==> src/rtl/mod_n_counter.sv <==
// Synchronous modulo-N counter with enable, direction, parallel load and
// terminal-count indication. The count register is the only state.
module mod_n_counter #(
    parameter int N     = 10,
    parameter int WIDTH = 4
) (
    input  logic             clk,
    input  logic             rst,
    input  logic             en,
    input  logic             up_dn,
    input  logic             load,
    input  logic [WIDTH-1:0] load_val,
    output logic [WIDTH-1:0] cout,
    output logic             tc
);

    localparam logic [WIDTH-1:0] MAX_VAL = WIDTH'(N - 1);

    generate
        if (N < 2 || longint'(N) > (longint'(1) << WIDTH)) begin : g_bad_modulus
            $error("mod_n_counter: N must satisfy 2 <= N <= 2**WIDTH");
        end
    endgenerate

    logic at_max;
    logic at_zero;

    assign at_max  = (cout == MAX_VAL);
    assign at_zero = (cout == '0);

    // Range checks compare against N-1 so they still fit in WIDTH bits when
    // N == 2**WIDTH; the explicit wrap then coincides with natural overflow.
    // NOTE: state is updated with non-blocking assignments so every reader in
    // the same edge sees the pre-edge count.
    always_ff @(posedge clk) begin
        if (rst) begin
            cout <= '0;
        end else if (load) begin
            cout <= (load_val <= MAX_VAL) ? load_val : '0;
        end else if (en) begin
            if (up_dn) begin
                cout <= at_max ? '0 : cout + WIDTH'(1);
            end else begin
                cout <= at_zero ? MAX_VAL : cout - WIDTH'(1);
            end
        end
    end

    assign tc = en & ~load & ~rst & ((up_dn & at_max) | (~up_dn & at_zero));

endmodule

==> config.mk <==
export PLATFORM = sky130hd
export DESIGN_NAME = mod_n_counter
export DESIGN_NICKNAME = d
export VERILOG_FILES = /design/src/rtl/mod_n_counter.sv
export SDC_FILE = /design/constraint.sdc
export NUM_CORES = 1
export LEC_CHECK = 0
export ABC_AREA = 0
export CAP_MARGIN = 20
export CELL_PAD_IN_SITES_DETAIL_PLACEMENT = 0
export CELL_PAD_IN_SITES_GLOBAL_PLACEMENT = 1
export CORE_AREA = 2 2 39 41
export DETAILED_ROUTE_END_ITERATION = 8
export DIE_AREA = 0 0 41 43
export GPL_TIMING_DRIVEN = 0
export PLACE_DENSITY = 0.74
export SYNTH_ARGS = -nofsm -noshare
export SYNTH_HDL_FRONTEND = slang
export SYNTH_SLANG_ARGS = --single-unit
==> constraint.sdc <==
create_clock -name clk -period 4.82 [get_ports clk]
set_clock_uncertainty 0.15 [all_clocks]
set_input_delay 1.446 -clock clk [delete_from_list [all_inputs] [get_ports clk]]
set_output_delay 1.446 -clock clk [all_outputs]
set_load 0.02 [all_outputs]
After elaboration in Yosys (flattened, before gate mapping)
Index checks and enable logic that the tools add are counted.
{ "word_totals": {"inputBits": 9, "word_cells": 22, "output_inout_bits": 5, "ff_bits": 4} }
{ "classes": {"add_sub_neg": 2, "muxes": 6, "order_cmp": 1, "reduce_logical": 2, "n_eq_ne": 1, "bitwise_logic": 9} }
{ "ops": {"columns": ["operator", "count"], "rows": [
  ["2-to-1 mux 4 bit", 6],
  ["bitwise AND 1 bit", 5],
  ["adder 4 x 1 -> 4 bit (second input constant)", 1],
  ["== test 4 bit (second input constant)", 1],
  ["less-or-equal comparator 4 bit (second input constant)", 1],
  ["zero test 4 bit", 1],
  ["subtractor 4 x 1 -> 4 bit (second input constant)", 1],
  ["NOT 1 bit", 3],
  ["nonzero test 2 bit", 1],
  ["bitwise OR 1 bit", 1]
]} }

Depth between registers and ports, before layout
Gate-level depths: netlist (run 1).
{ "logic_depth": {"word_depth": 5, "depth_mapped": 5, "mapped_depth_nobuf": 4} }

Least setup slack after synthesis (run 1)
Ideal clock, no wire load.
{ "synth_path": {"kind": "input to output", "from": "in load", "to": "out tc", "cell_stages": 4, "required_time_ns": 3.224, "n_path_buf": 1, "path_slack_ns": 0.737, "arrival_ns": 2.487, "path_cell_list": "clkbuf_1 > nand2b_1 > or4_1 > nor2_1"} }
{ "synth_between": {"elab_chain_cells": 4} }
{ "synth_rtl": {"columns": ["item", "line_no", "rtl"], "rows": [
  ["start, declared", "11", "input logic load,"],
  ["NOT 1 bit", "49", "assign tc = en & ~load & ~rst & ((up_dn & at_max) | (~up_dn & at_zero));"],
  ["bitwise AND 1 bit (3 in series)", "49", null],
  ["end, declared", "14", "output logic tc"]
]} }
No other way between the ends.

Final worst setup path (run 1)
{ "layout_path": {"from": "in en", "to": "out tc"} }
{ "layout_between": {"elab_chain_cells": 3} }
{ "layout_rtl": {"columns": ["item", "line_no", "rtl"], "rows": [
  ["start, declared", "9", "input logic en,"],
  ["bitwise AND 1 bit (3 in series)", "49", null]
]} }
No other way between the ends.

==> results of run 1 <==
[cells by family after synthesis]
group | Yosys count | share of synthesized area [%]
AOI/OAI and AO/OA | 16 | 29.5
and+or+nand+nor | 19 | 35.4
xor gates and xnor gates | 2 | 4.91
buffers and inverters | 5 | 7.72
DFF | 4 | 22.5
[through the flow]
step	hold slack [ns]	util, %	power (mW)	TNS (ns)
6_report	0.439	37.4	0.117	0
5_1_grt	0.489	37.4	0.128	0
4_1_cts	0.439	37.4	0.120	0
3_5_place_dp	0.433	35.9	0.0770	-0.00723
3_3_place_gp	0.442	35.9	0.0771	-0.0386
2_1_floorplan	0.481	-	0.0607	0
[per-layer routing]
layer  vias up  part of all wire [%]  wire length [um]  GRT usage [%]
met5         -                     0                 0              0
met4         0                     0                 0           4.00
met3         0                   7.3                62           6.28
met2        16                    44               376           16.6
met1       162                    48               411           16.3
li1        207                     -                 -              -
[worst max-delay path, stage by stage]
cell and delay (ns):
clkdlybuf4s50_1 0.55, nand2b_1 0.13, or4_1 0.40, nor2_1 0.08, dlygate4sd2_1 0.33
[power by group through the flow]
stage / logic (mW) / clock network (mW) / registers, mW
final: 0.0375 / 0.0405 / 0.0386
after global routing: 0.0410 / 0.0483 / 0.0387
after CTS: 0.0378 / 0.0434 / 0.0386
after detailed placement: 0.0379 / 0 / 0.0391
after global placement: 0.0380 / 0 / 0.0391
after floorplan: 0.0195 / 0 / 0.0412
[cells in the final DEF (no fill, tap or decap)]
cell type	instances
clkdlybuf4s50_1	11
nor2_1	5
o21ai_0	5
a31oi_1	4
dfxtp_1	4
a21oi_1	3
or4_1	3
clkbuf_4	3
nor3_1	2
nand2b_1	2
inv_1	2
nand3b_1	2
xnor2_1	2
and2_4	1
buf_6	1
buf_2	1
clkbuf_1	1
nand2b_2	1
nor4_4	1
a221oi_1	1
a2111oi_2	1
a211o_1	1
o211ai_1	1
nand2_1	1
nand3_1	1
dlygate4sd2_1	1
[area by class of cell]
cell class | count | area, sq um | area share (%)
clock buffer | 3 | 22.5 | 4.35
tap | 16 | 20.0 | 3.86
multi-input combinational | 37 | 249 | 48.1
buffer | 3 | 20.0 | 3.86
sequential | 4 | 80.1 | 15.5
timing repair buffer | 12 | 119 | 22.9
inverter | 2 | 7.51 | 1.45
[final timing paths]
path,cells after the start,endpoint,startpoint
max,5,tc,en
min,2,cout[3],cout[3]
max reg2reg,4,cout[2],cout[0]
min reg2reg,2,cout[3],cout[3]
==> impl_metrics.sql, run 1 <==
INSERT INTO impl_metrics (metric_group, metric, value, unit) VALUES
('global_routing', 'grt_start_max_net_pins', '11', ''),
('clock_network', 'cts_setup_buffers', '0', ''),
('layout', 'filler_cell_count', '165', ''),
('critical_path', 'crit_arrival', '2.95', 'ns'),
('status', 'status', 'finished clean', ''),
('clock_network', 'ctsLongestPathBuffers', '2', ''),
('timing', 'rsz0062_at_grt', 'false', ''),
('clock_network', 'tritoncts.num_buffers', '3', ''),
('critical_path', 'timing_worst_setup_path_type', 'input pin to output pin', ''),
('clock_network', 'cts_max_level', '1', ''),
('pwr', 'power.density', '225', 'nW/um^2'),
('min_path', 'tightest_hold_check_type', 'flop to flop', ''),
('critical_path', 'worstSetupStartpointType', 'input pin', ''),
('clock_network', 'insertion_delay', '0.23', 'ns'),
('pwr', 'clock_power_share', '34.7', '%'),
('detailed_routing', 'routed_wl', '850', 'um'),
('critical_path', 'reg2reg_slack', '3.21', 'ns'),
('synth', 'mappedNetlistArea', '357', 'sq um'),
('clock_network', 'cts_root_buf', 'clkbuf_4', ''),
('clock_network', 'clock_sinks', '4', ''),
('synth', 'synth_cells', '46', ''),
('detailed_routing', 'post_drt_via_cell_ratio', '5.00', ''),
('timing', 'setup_viol', '0', ''),
('timing', 'setup_ws', '0.274', 'ns'),
('synth', 'synth_async_sr_flop_share', '0', '%'),
('layout', 'area.growth.synth_to_final', '45.3', '%'),
('synth', 'post_synth_num_cell_types', '23', ''),
('synth', 'ys_ff_latch', '4', ''),
('synth', 'synth_top_area_share', '22.5', '%'),
('detailed_routing', 'drcViolationCount', '0', ''),
('timing', 'achievable-frequency', '0.220', 'GHz'),
('synth', 'yosysTopAreaCell', 'dfxtp_1', ''),
('pwr', 'cell_internal_pwr', '0.0826', 'mW'),
('synth', 'synth-edff-count', '0', ''),
('global_routing', 'antenna_found_initial', '0', ''),
('floorplan', 'coreArea', '1380', 'sq um'),
('pwr', 'swShare', '29.1', '%'),
('global_routing', 'grt_overflow', '0', ''),
('timing', 'worst-slew-pin-transition', '0.366', 'ns'),
('floorplan', 'floorplan.initialDensity', '25.8', '%'),
('detailed_routing', 'detail_route.wl_per_cell', '11.0', 'um'),
('clock_network', 'cts_tree', 'yes', ''),
('floorplan', 'dieHeight', '43', 'um'),
('synth', 'warnings_synthesis', '0', ''),
('detailed_routing', 'detailroute.via_count', '385', ''),
('placed_design', 'port_buffers', '12', ''),
('layout', 'top_register', 'cout', ''),
('synth', 'syn_nets', '55', ''),
('critical_path', 'maximum_fanout_along_the_worst_path', '5', ''),
('floorplan', 'fp.dieArea', '1760', 'sq um'),
('pwr', 'total_leakage_power', '0.181', 'nW'),
('placed_design', 'pre_cts_slack', '-0.00723', 'ns'),
('detailed_routing', 'number_of_iterations_in_the_first_detailed_routing_pass', '4', ''),
('layout', 'biggestRegsByFlops', 'cout (4)', ''),
('layout', 'drive_above_1_share', '14.8', '%'),
('synth', 'leading_post_synthesis_cells_by_cell_area', 'dfxtp_1 (22%), a31oi_1 (7.0%), o21ai_0 (7.0%), or4_1 (6.3%), nor4_4 (6.0%)', ''),
('layout', 'diodes', '0', ''),
('clock_network', 'ctsHoldBuffers', '0', ''),
('synth', 'ys_seq_area_share', '22.5', '%'),
('synth', 'synth-main-ff-cell', 'dfxtp_1', ''),
('timing', 'finalCritPeriodShare', '94.3', '%'),
('global_routing', 'global_route.usage.total', '12.2', '%'),
('synth', 'synth_commonest_cells', 'nor2_1 (5), o21ai_0 (5), a31oi_1 (4), dfxtp_1 (4)', ''),
('synth', 'synthesis.area_per_instance', '7.75', 'sq um'),
('critical_path', 'cp_data_required_time', '3.22', 'ns'),
('timing', 'hold_viol', '0', ''),
('layout', 'final_design_area_no_fill', '518', 'sq um'),
('timing', 'slew_hr', '75.6', '%'),
('pwr', 'seqPwrFrac', '33.1', '%'),
('global_routing', 'grt_pass1_vias', '339', ''),
('critical_path', 'endpoint_kind', 'output pin', '');
Power figures use the tool's default switching activity.
==> run 2: changes to the inputs <==
Settings changed: ABC_AREA 0 to unset, CORE_AREA 2 2 39 41 to 8 8 45 47, DIE_AREA 0 0 41 43 to 0 0 53 55.
==> run 2 against run 1 <==
Compared with the run above:
- sequential share of layout area did not move
- critical path depth did not move
- critical endpoint unchanged
- count of clock-buffer cells in the layout did not move
- die area rose by 65%
- sequential power barely moved
- non-clock buffer count did not move
- total power barely moved
- cell area did not move
- via count rose by 0.52%
==> impl_metrics.sql, run 2 (same netlist as run 1, synthesis figures left out) <==
INSERT INTO impl_metrics (metric_group, metric, value, unit) VALUES
('critical_path', 'timing_worst_setup_path_type', 'input pin to output pin', ''),
('floorplan', 'dieHeight', '55', 'um'),
('layout', 'most_frequent_cells_in_the_layout', 'clkdlybuf4s50_1 (11), nor2_1 (5), o21ai_0 (5), a31oi_1 (4), dfxtp_1 (4)', ''),
('layout', 'biggestRegsByFlops', 'cout (4)', ''),
('critical_path', 'maximum_fanout_along_the_worst_path', '5', ''),
('layout', 'filler_cell_count', '155', ''),
('layout', 'diodes', '0', ''),
('clock_network', 'insertion_delay', '0.23', 'ns'),
('layout', 'finalNetCount', '72', ''),
('clock_network', 'clkSlewWorstSetupHoldPaths', '0.04', 'ns'),
('clock_network', 'clock_sinks', '4', ''),
('layout', 'largest_register_ff_count', '4', ''),
('detailed_routing', 'detail_route.wl_per_cell', '11.9', 'um'),
('layout', 'area.growth.synth_to_final', '45.3', '%'),
('global_routing', 'antenna_found_initial', '0', ''),
('layout', 'finalCoreUtilization', '37.4', '%'),
('critical_path', 'endpoint_kind', 'output pin', ''),
('timing', 'worst-slew-pin-transition', '0.373', 'ns'),
('timing', 'rsz0062_at_grt', 'false', ''),
('global_routing', 'grt_first_pass_wirelength', '1550', 'um'),
('detailed_routing', 'number_of_iterations_in_the_first_detailed_routing_pass', '6', ''),
('clock_network', 'cts_root_buf', 'clkbuf_4', ''),
('min_path', 'tightest_hold_check_type', 'flop to flop', ''),
('detailed_routing', 'drcViolationCount', '0', ''),
('timing', 'achievable-frequency', '0.219', 'GHz'),
('timing', 'hold_viol', '0', ''),
('floorplan', 'row_cnt', '14', ''),
('pwr', 'power.density', '225', 'nW/um^2'),
('detailed_routing', 'routed_wl', '914', 'um'),
('placed_design', 'routabilityCongestion', '0.779', ''),
('status', 'status', 'finished clean', ''),
('placed_design', 'port_buffers', '12', ''),
('critical_path', 'crit_arrival', '2.97', 'ns'),
('floorplan', 'fp.dieArea', '2920', 'sq um'),
('global_routing', 'grt_overflow', '0', ''),
('global_routing', 'grt_start_max_net_pins', '11', ''),
('timing', 'number_of_slew_limit_violations_in_the_final_report', '0', ''),
('layout', 'layout_commonest_cell', 'clkdlybuf4s50_1', ''),
('floorplan', 'num_io_pins', '14', ''),
('timing', 'finalCritPeriodShare', '94.8', '%'),
('timing', 'slew_hr', '75.1', '%'),
('global_routing', 'global_route.usage.total', '6.82', '%'),
('clock_network', 'cts_tree', 'yes', ''),
('critical_path', 'worstSetupStartpointType', 'input pin', ''),
('timing', 'post_layout_min_period', '4.57', 'ns'),
('placed_design', 'dp_hpwl', '719', 'um'),
('pwr', 'total_leakage_power', '0.181', 'nW'),
('floorplan', 'floorplan.initialDensity', '25.8', '%'),
('clock_network', 'cts_max_level', '1', ''),
('pwr', 'post-layout-total-power', '0.117', 'mW'),
('job', 'cap_viol_max_count', '0', ''),
('timing', 'setup_viol', '0', ''),
('clock_network', 'cts_setup_buffers', '0', ''),
('detailed_routing', 'drt_iter0_drc', '4', ''),
('layout', 'top_register', 'cout', ''),
('global_routing', 'grt_pass1_vias', '350', ''),
('pwr', 'peak_ir_drop_on_the_vdd_network', '196', 'uV'),
('clock_network', 'ctsLongestPathBuffers', '2', ''),
('clock_network', 'tritoncts.num_buffers', '3', ''),
('detailed_routing', 'detailroute.via_count', '387', ''),
('detailed_routing', 'detail-route-antenna-nets', '0', ''),
('floorplan', 'dieWidth', '53', 'um'),
('detailed_routing', 'post_drt_via_cell_ratio', '5.03', ''),
('layout', 'drive_above_1_share', '14.8', '%'),
('critical_path', 'cp_data_required_time', '3.22', 'ns'),
('timing', 'setup-tns-final', '0', 'ns'),
('floorplan', 'coreArea', '1380', 'sq um');
## run 2: layout make-up
type / count / area (sq um) / share of cell area (%)
buffer: 3 / 20.0 / 3.86
clock buffer: 3 / 22.5 / 4.35
multi-input combinational: 37 / 249 / 48.1
inverter: 2 / 7.51 / 1.45
timing repair buffer: 12 / 119 / 22.9
tap: 16 / 20.0 / 3.86
sequential: 4 / 80.1 / 15.5
## run 2: path summary, 6_finish.rpt
check,from,to,slack (ns),cells after the start
worst max-delay path,en,tc,0.25,5
worst min-delay path,cout[3],cout[3],0.46,2
worst max register to register,cout[0],cout[2],3.22,4
worst min register to register,cout[3],cout[3],0.46,2
## run 2: per-layer routing
metal,wire length (um),track usage (%),up-vias
li1,-,-,204
met5,0,0,-
met2,438,11.1,13
met1,420,8.17,170
met3,55,3.74,0
met4,0,0,0
## run 2: timing repair
action                     4_1_cts  5_1_grt
setup endpoints to repair        1        0
hold buffers                     0        0
gates resized for setup          1        0
## run 2: per-stage QoR
| step | cells | setup WS, ns | instance area (sq um) | hold slack [ns] |
|---|---|---|---|---|
| finish | 77 | 0.252 | 518 | 0.456 |
| CTS | 77 | 0.234 | 518 | 0.461 |
| detailed placement | 74 | -0.0423 | 497 | 0.455 |
| global placement | 74 | -0.0486 | 497 | 0.441 |
| floorplan | 46 | 0.737 | 357 | 0.481 |
| global route | 77 | 0.156 | 518 | 0.487 |
## run 2: power breakdown
| group | total [mW] | internal (mW) | switching, mW |
|---|---|---|---|
| logic | 0.0376 | 0.0193 | 0.0182 |
| registers | 0.0386 | 0.0355 | 0.00311 |
| clock network | 0.0404 | 0.0278 | 0.0127 |
| total | 0.117 | 0.0826 | 0.0340 |
## run 2: worst max-delay path: stages
cell             delay (ns)
clkdlybuf4s50_1        0.56
nand2b_1               0.13
or4_1                  0.41
nor2_1                 0.09
dlygate4sd2_1          0.33
==> patch 1: new RTL, flow settings as in run 1 <==
`WIDTH`: 4 -> 6.
--- a/src/rtl/mod_n_counter.sv
+++ b/src/rtl/mod_n_counter.sv
@@ -2,7 +2,7 @@
 // terminal-count indication. The count register is the only state.
 module mod_n_counter #(
     parameter int N     = 10,
-    parameter int WIDTH = 4
+    parameter int WIDTH = 6
 ) (
     input  logic             clk,
     input  logic             rst,
Ports: changed (resized cout and load_val); port bits go from 14 to 18. The function was not compared with the original's and may differ.
==> patch 1 against run 1 <==
Worst setup slack worse by 0.041 ns. Wire length is 95% higher. Sequential cell count up 2. Cell area is 63% higher. Non-clock buffer count up 6. Global-route usage increased by 9.8 points. Via count is 80% higher. Total power is 37% higher. Synthesized area grew 78%. Die area unchanged. Largest power group is now combinational logic.
==> patch 1: results (changes against run 1) <==
syn nets 96 (was 55); worst r2r src cout[0] (unchanged); initial antenna violation count 0 (unchanged); synth warn 0 (unchanged); Slew Viols, Final 0 (unchanged); register area share after synthesis 18.9% (was 22.5%); Starting DRT DRC Count 11 (was 9); port bufs 16 (was 12); Max IR drop VDD 0.115 mV (was 0.119 mV); Placer Congestion 0.826 (was 0.672); first-pass GRT wire length 2.74 mm (was 1.45 mm); clk slew on worst S/H paths 0.05 ns; Max-slew headroom 69.5% (was 75.6%); total track usage 22.0% (was 12.2%); Crit Reg-Reg Endpoint cout[3] (was cout[2]); synth top area cells dfxtp_1 19%, ha_1 7.9%, a21oi_1 4.7%, nor4b_4 3.7%, nand2_1 3.5% (was dfxtp_1 22%, a31oi_1 7.0%, o21ai_0 7.0%, or4_1 6.3%, nor4_4 6.0%); Hold Crit Endpoint cout[5] (was cout[3]); vias in the first global route 627 (was 339); Crit. Startpoint up_dn (was en); sw frac 32.2% (was 29.1%); HP Start cout[5] (was cout[3]); # placed instances 113 (was 74); hpwl dp 1.24 mm (was 639 um); critical path arrival 2.99 ns (was 2.95 ns); Worst Hold Depth 3 (was 2); Post-synth top cells 6 x a21oi_1, 6 x dfxtp_1, 6 x nand2_1 (was 5 x nor2_1, 5 x o21ai_0, 4 x a31oi_1, 4 x dfxtp_1); CP max FO 10 (was 5); cells after synthesis 81 (was 46); Unique masters post-synth 42 (was 23); Pleak 0.314 nW (was 0.181 nW); layout cells sized above 1 12.0% (was 14.8%); Layout Cells excl Fill 116 (was 77); vias per cell 5.97 (was 5.00); drt wl/cell 14.3 um (was 11.0 um); fill cell count 140 (was 165); largest registers cout (6) (was cout (4)); register-to-register setup slack 2.78 ns (was 3.21 ns); R2R depth 5 (was 4); Post-Place Setup Slack -0.210 ns (was -0.00723 ns); status completed (unchanged); worst setup margin 0.233 ns (was 0.274 ns)
patch 1: kinds of logic after synthesis:
family                     count (synthesis)  share of synthesized area (%)
muxes                                      1                           1.57
and+or+nand+nor                           32                           32.7
adders and majority gates                  4                           7.87
buffers and inverters                     10                           7.28
AOI/OAI and AO/OA                         28                           31.7
DFF                                        6                           18.9
patch 1: metal layers:
| metal | vias up | track usage [%] | routed length [um] | share of wire [%] |
|---|---|---|---|---|
| met5 | - | 0 | 0 | 0 |
| met4 | 0 | 8.00 | 0 | 0 |
| met3 | 0 | 3.14 | 77 | 4.6 |
| met2 | 24 | 31.3 | 794 | 48 |
| met1 | 313 | 32.6 | 786 | 47 |
| li1 | 356 | - | - | - |
patch 1: power by group through the flow:
stage               logic [mW]  clock network (mW)  registers, mW
floorplan               0.0331                   0         0.0589
global placement        0.0563                   0         0.0571
detailed placement      0.0561                   0         0.0574
CTS                     0.0568              0.0470         0.0564
global route            0.0628              0.0529         0.0569
finish                  0.0572              0.0457         0.0563
patch 1: repair_timing:
| action | 4_1_cts | 5_1_grt |
|---|---|---|
| resized for setup | 3 | 0 |
| hold buffers | 0 | 0 |
| setup endpoints to repair | 1 | 0 |
patch 1: per-stage QoR:
step	TNS (ns)	instance area [um2]	hold WS, ns
4_1_cts	0	842	0.536
6_report	0	842	0.533
5_1_grt	0	842	0.588
2_1_floorplan	0	636	0.545
3_3_place_gp	-0.250	816	0.496
3_5_place_dp	-0.210	816	0.528
patch 1: cell type report:
class / instances / area [um2] / area share, %
Multi-Input combinational cell: 65 / 473 / 56.2
Inverter: 5 / 18.8 / 2.23
Clock buffer: 3 / 22.5 / 2.67
Buffer: 5 / 28.8 / 3.42
Sequential cell: 6 / 120 / 14.3
Timing Repair Buffer: 16 / 159 / 18.9
Tap cell: 16 / 20.0 / 2.38
==> patch 2: new RTL, config.mk and constraints of run 1 <==
Without the edit above. Make the reset (`rst`) asynchronous in one clocked block.
--- a/src/rtl/mod_n_counter.sv
+++ b/src/rtl/mod_n_counter.sv
@@ -32,7 +32,7 @@
     // N == 2**WIDTH; the explicit wrap then coincides with natural overflow.
     // NOTE: state is updated with non-blocking assignments so every reader in
     // the same edge sees the pre-edge count.
-    always_ff @(posedge clk) begin
+    always_ff @(posedge clk or posedge rst) begin
         if (rst) begin
             cout <= '0;
         end else if (load) begin
Behaviour: differs if rst is asserted again (counterexample within 4 cycles, from zero or initial values and one cycle with rst high); with rst held inactive, the same outputs for 10 cycles.
==> patch 2 against run 1 <==
Cell area up 12%. Global-route usage is 0.94 points higher. Via count increased by 13%. Synthesized area increased by 20%. Worst setup slack got worse by 0.086 ns. Synthesized cell count increased by 17%. Wire length is 11% higher. Sequential cell count stayed put. Total power up 28%. Largest power group is now combinational logic.
==> patch 2: results (changes against run 1) <==
syn nets 63 (was 55); vias per cell 5.19 (was 5.00); clk pwr 0.0418 mW (was 0.0405 mW); Starting DRT DRC Count 16 (was 9); sequential power share 27.3% (was 33.1%); Unique masters post-synth 32 (was 23); H-Tree Depth 1 (unchanged); minimum clock period 4.63 ns (was 4.55 ns); port bufs 11 (was 12); Synth Area in Compound Gates 30.2% (was 29.5%); Placer Congestion 0.677 (was 0.672); clk slew on worst S/H paths 0.04 ns (about the same); Layout Cells excl Fill 84 (was 77); Post-synth top cells 7 x nor2_1, 4 x dfrtp_1, 4 x inv_1, 4 x o21ai_0, 3 x nand3_1 (was 5 x nor2_1, 5 x o21ai_0, 4 x a31oi_1, 4 x dfxtp_1); drt wl/cell 11.2 um (was 11.0 um); Flop+latch power 0.0407 mW (was 0.0386 mW); Synth Area per Inst 7.90 um2 (was 7.75 um2); HP Class reg2reg (unchanged); post-synthesis async set-or-reset flop share 100% (was 0%); Top FF cell, synth dfrtp_1 (was dfxtp_1); total track usage 13.2% (was 12.2%); synth top area cells dfrtp_1 23%, nor2_1 6.2%, buf_6 5.3%, o21ai_0 4.7%, nand3_1 3.5% (was dfxtp_1 22%, a31oi_1 7.0%, o21ai_0 7.0%, or4_1 6.3%, nor4_4 6.0%); worst r2r src cout[2] (was cout[0]); Post-DRT Antenna Nets 0 (unchanged); layout cells sized above 1 19.1% (was 14.8%); first-pass GRT wire length 1.59 mm (was 1.45 mm); XOR/XNOR Fraction of Synth Area 2.05% (was 4.91%); fill cell count 149 (was 165); R2R depth 5 (was 4); Pleak 0.242 nW (was 0.181 nW); initial antenna violation count 0 (unchanged); Crit. Startpoint en (unchanged); Crit Reg-Reg Endpoint cout[3] (was cout[2]); Worst Max-Slew Pin Slew 0.384 ns (was 0.366 ns); CP max FO 4 (was 5); NetSw 0.0508 mW (was 0.0339 mW); CTS resizes 0 (was 1); Post-Place Setup Slack 0.181 ns (was -0.00723 ns); vias in the first global route 394 (was 339); total grt overflow 0 (unchanged); final net count 79 (was 72); # placed instances 81 (was 74); status completed (unchanged); Max IR drop VDD 0.159 mV (was 0.119 mV); register-to-register setup slack 3.18 ns (was 3.21 ns); largest net degree at the start of global routing 11 (unchanged); largest registers cout (4) (unchanged); hpwl dp 706 um (was 639 um); final hold violations 0 (unchanged); root buffer cell clkbuf_4 (unchanged); Skew-Pair Late Insertion Delay 0.24 ns; register area share after synthesis 23.5% (was 22.5%); Post-DP Area 557 um2 (was 497 um2)
## patch 2: worst min-delay path by stage
stage                       start       to  slack, ns  cells after the start
final                     cout[1]  cout[2]       0.54                      3
after global placement    cout[1]  cout[2]       0.56                      3
after global routing      cout[1]  cout[2]       0.57                      3
after CTS                 cout[1]  cout[2]       0.54                      3
after floorplan           cout[1]  cout[2]       0.62                      3
after detailed placement  cout[1]  cout[2]       0.54                      3
## patch 2: layer usage
metal,track usage [%],routed length (um)
met1,17.5,446
met2,18.4,411
met5,0,0
met4,6.00,16
met3,4.71,67
## patch 2: worst max-delay path, cell delays in order
cell and delay (ns):
clkdlybuf4s50_1 0.54, inv_1 0.12, nor2_1 0.14, o2111a_1 0.20
clkdlybuf4s50_1 0.60
## patch 2: layout make-up
class                   instances  area (um2)  area share [%]
clock buffers                   3        22.5            3.89
repair buffers                 11         110            19.0
well taps                      16        20.0            3.46
inverters                       4        15.0            2.59
flip-flops and latches          4         100            17.3
plain buffers                   6        43.8            7.56
multi-input cells              40         268            46.2
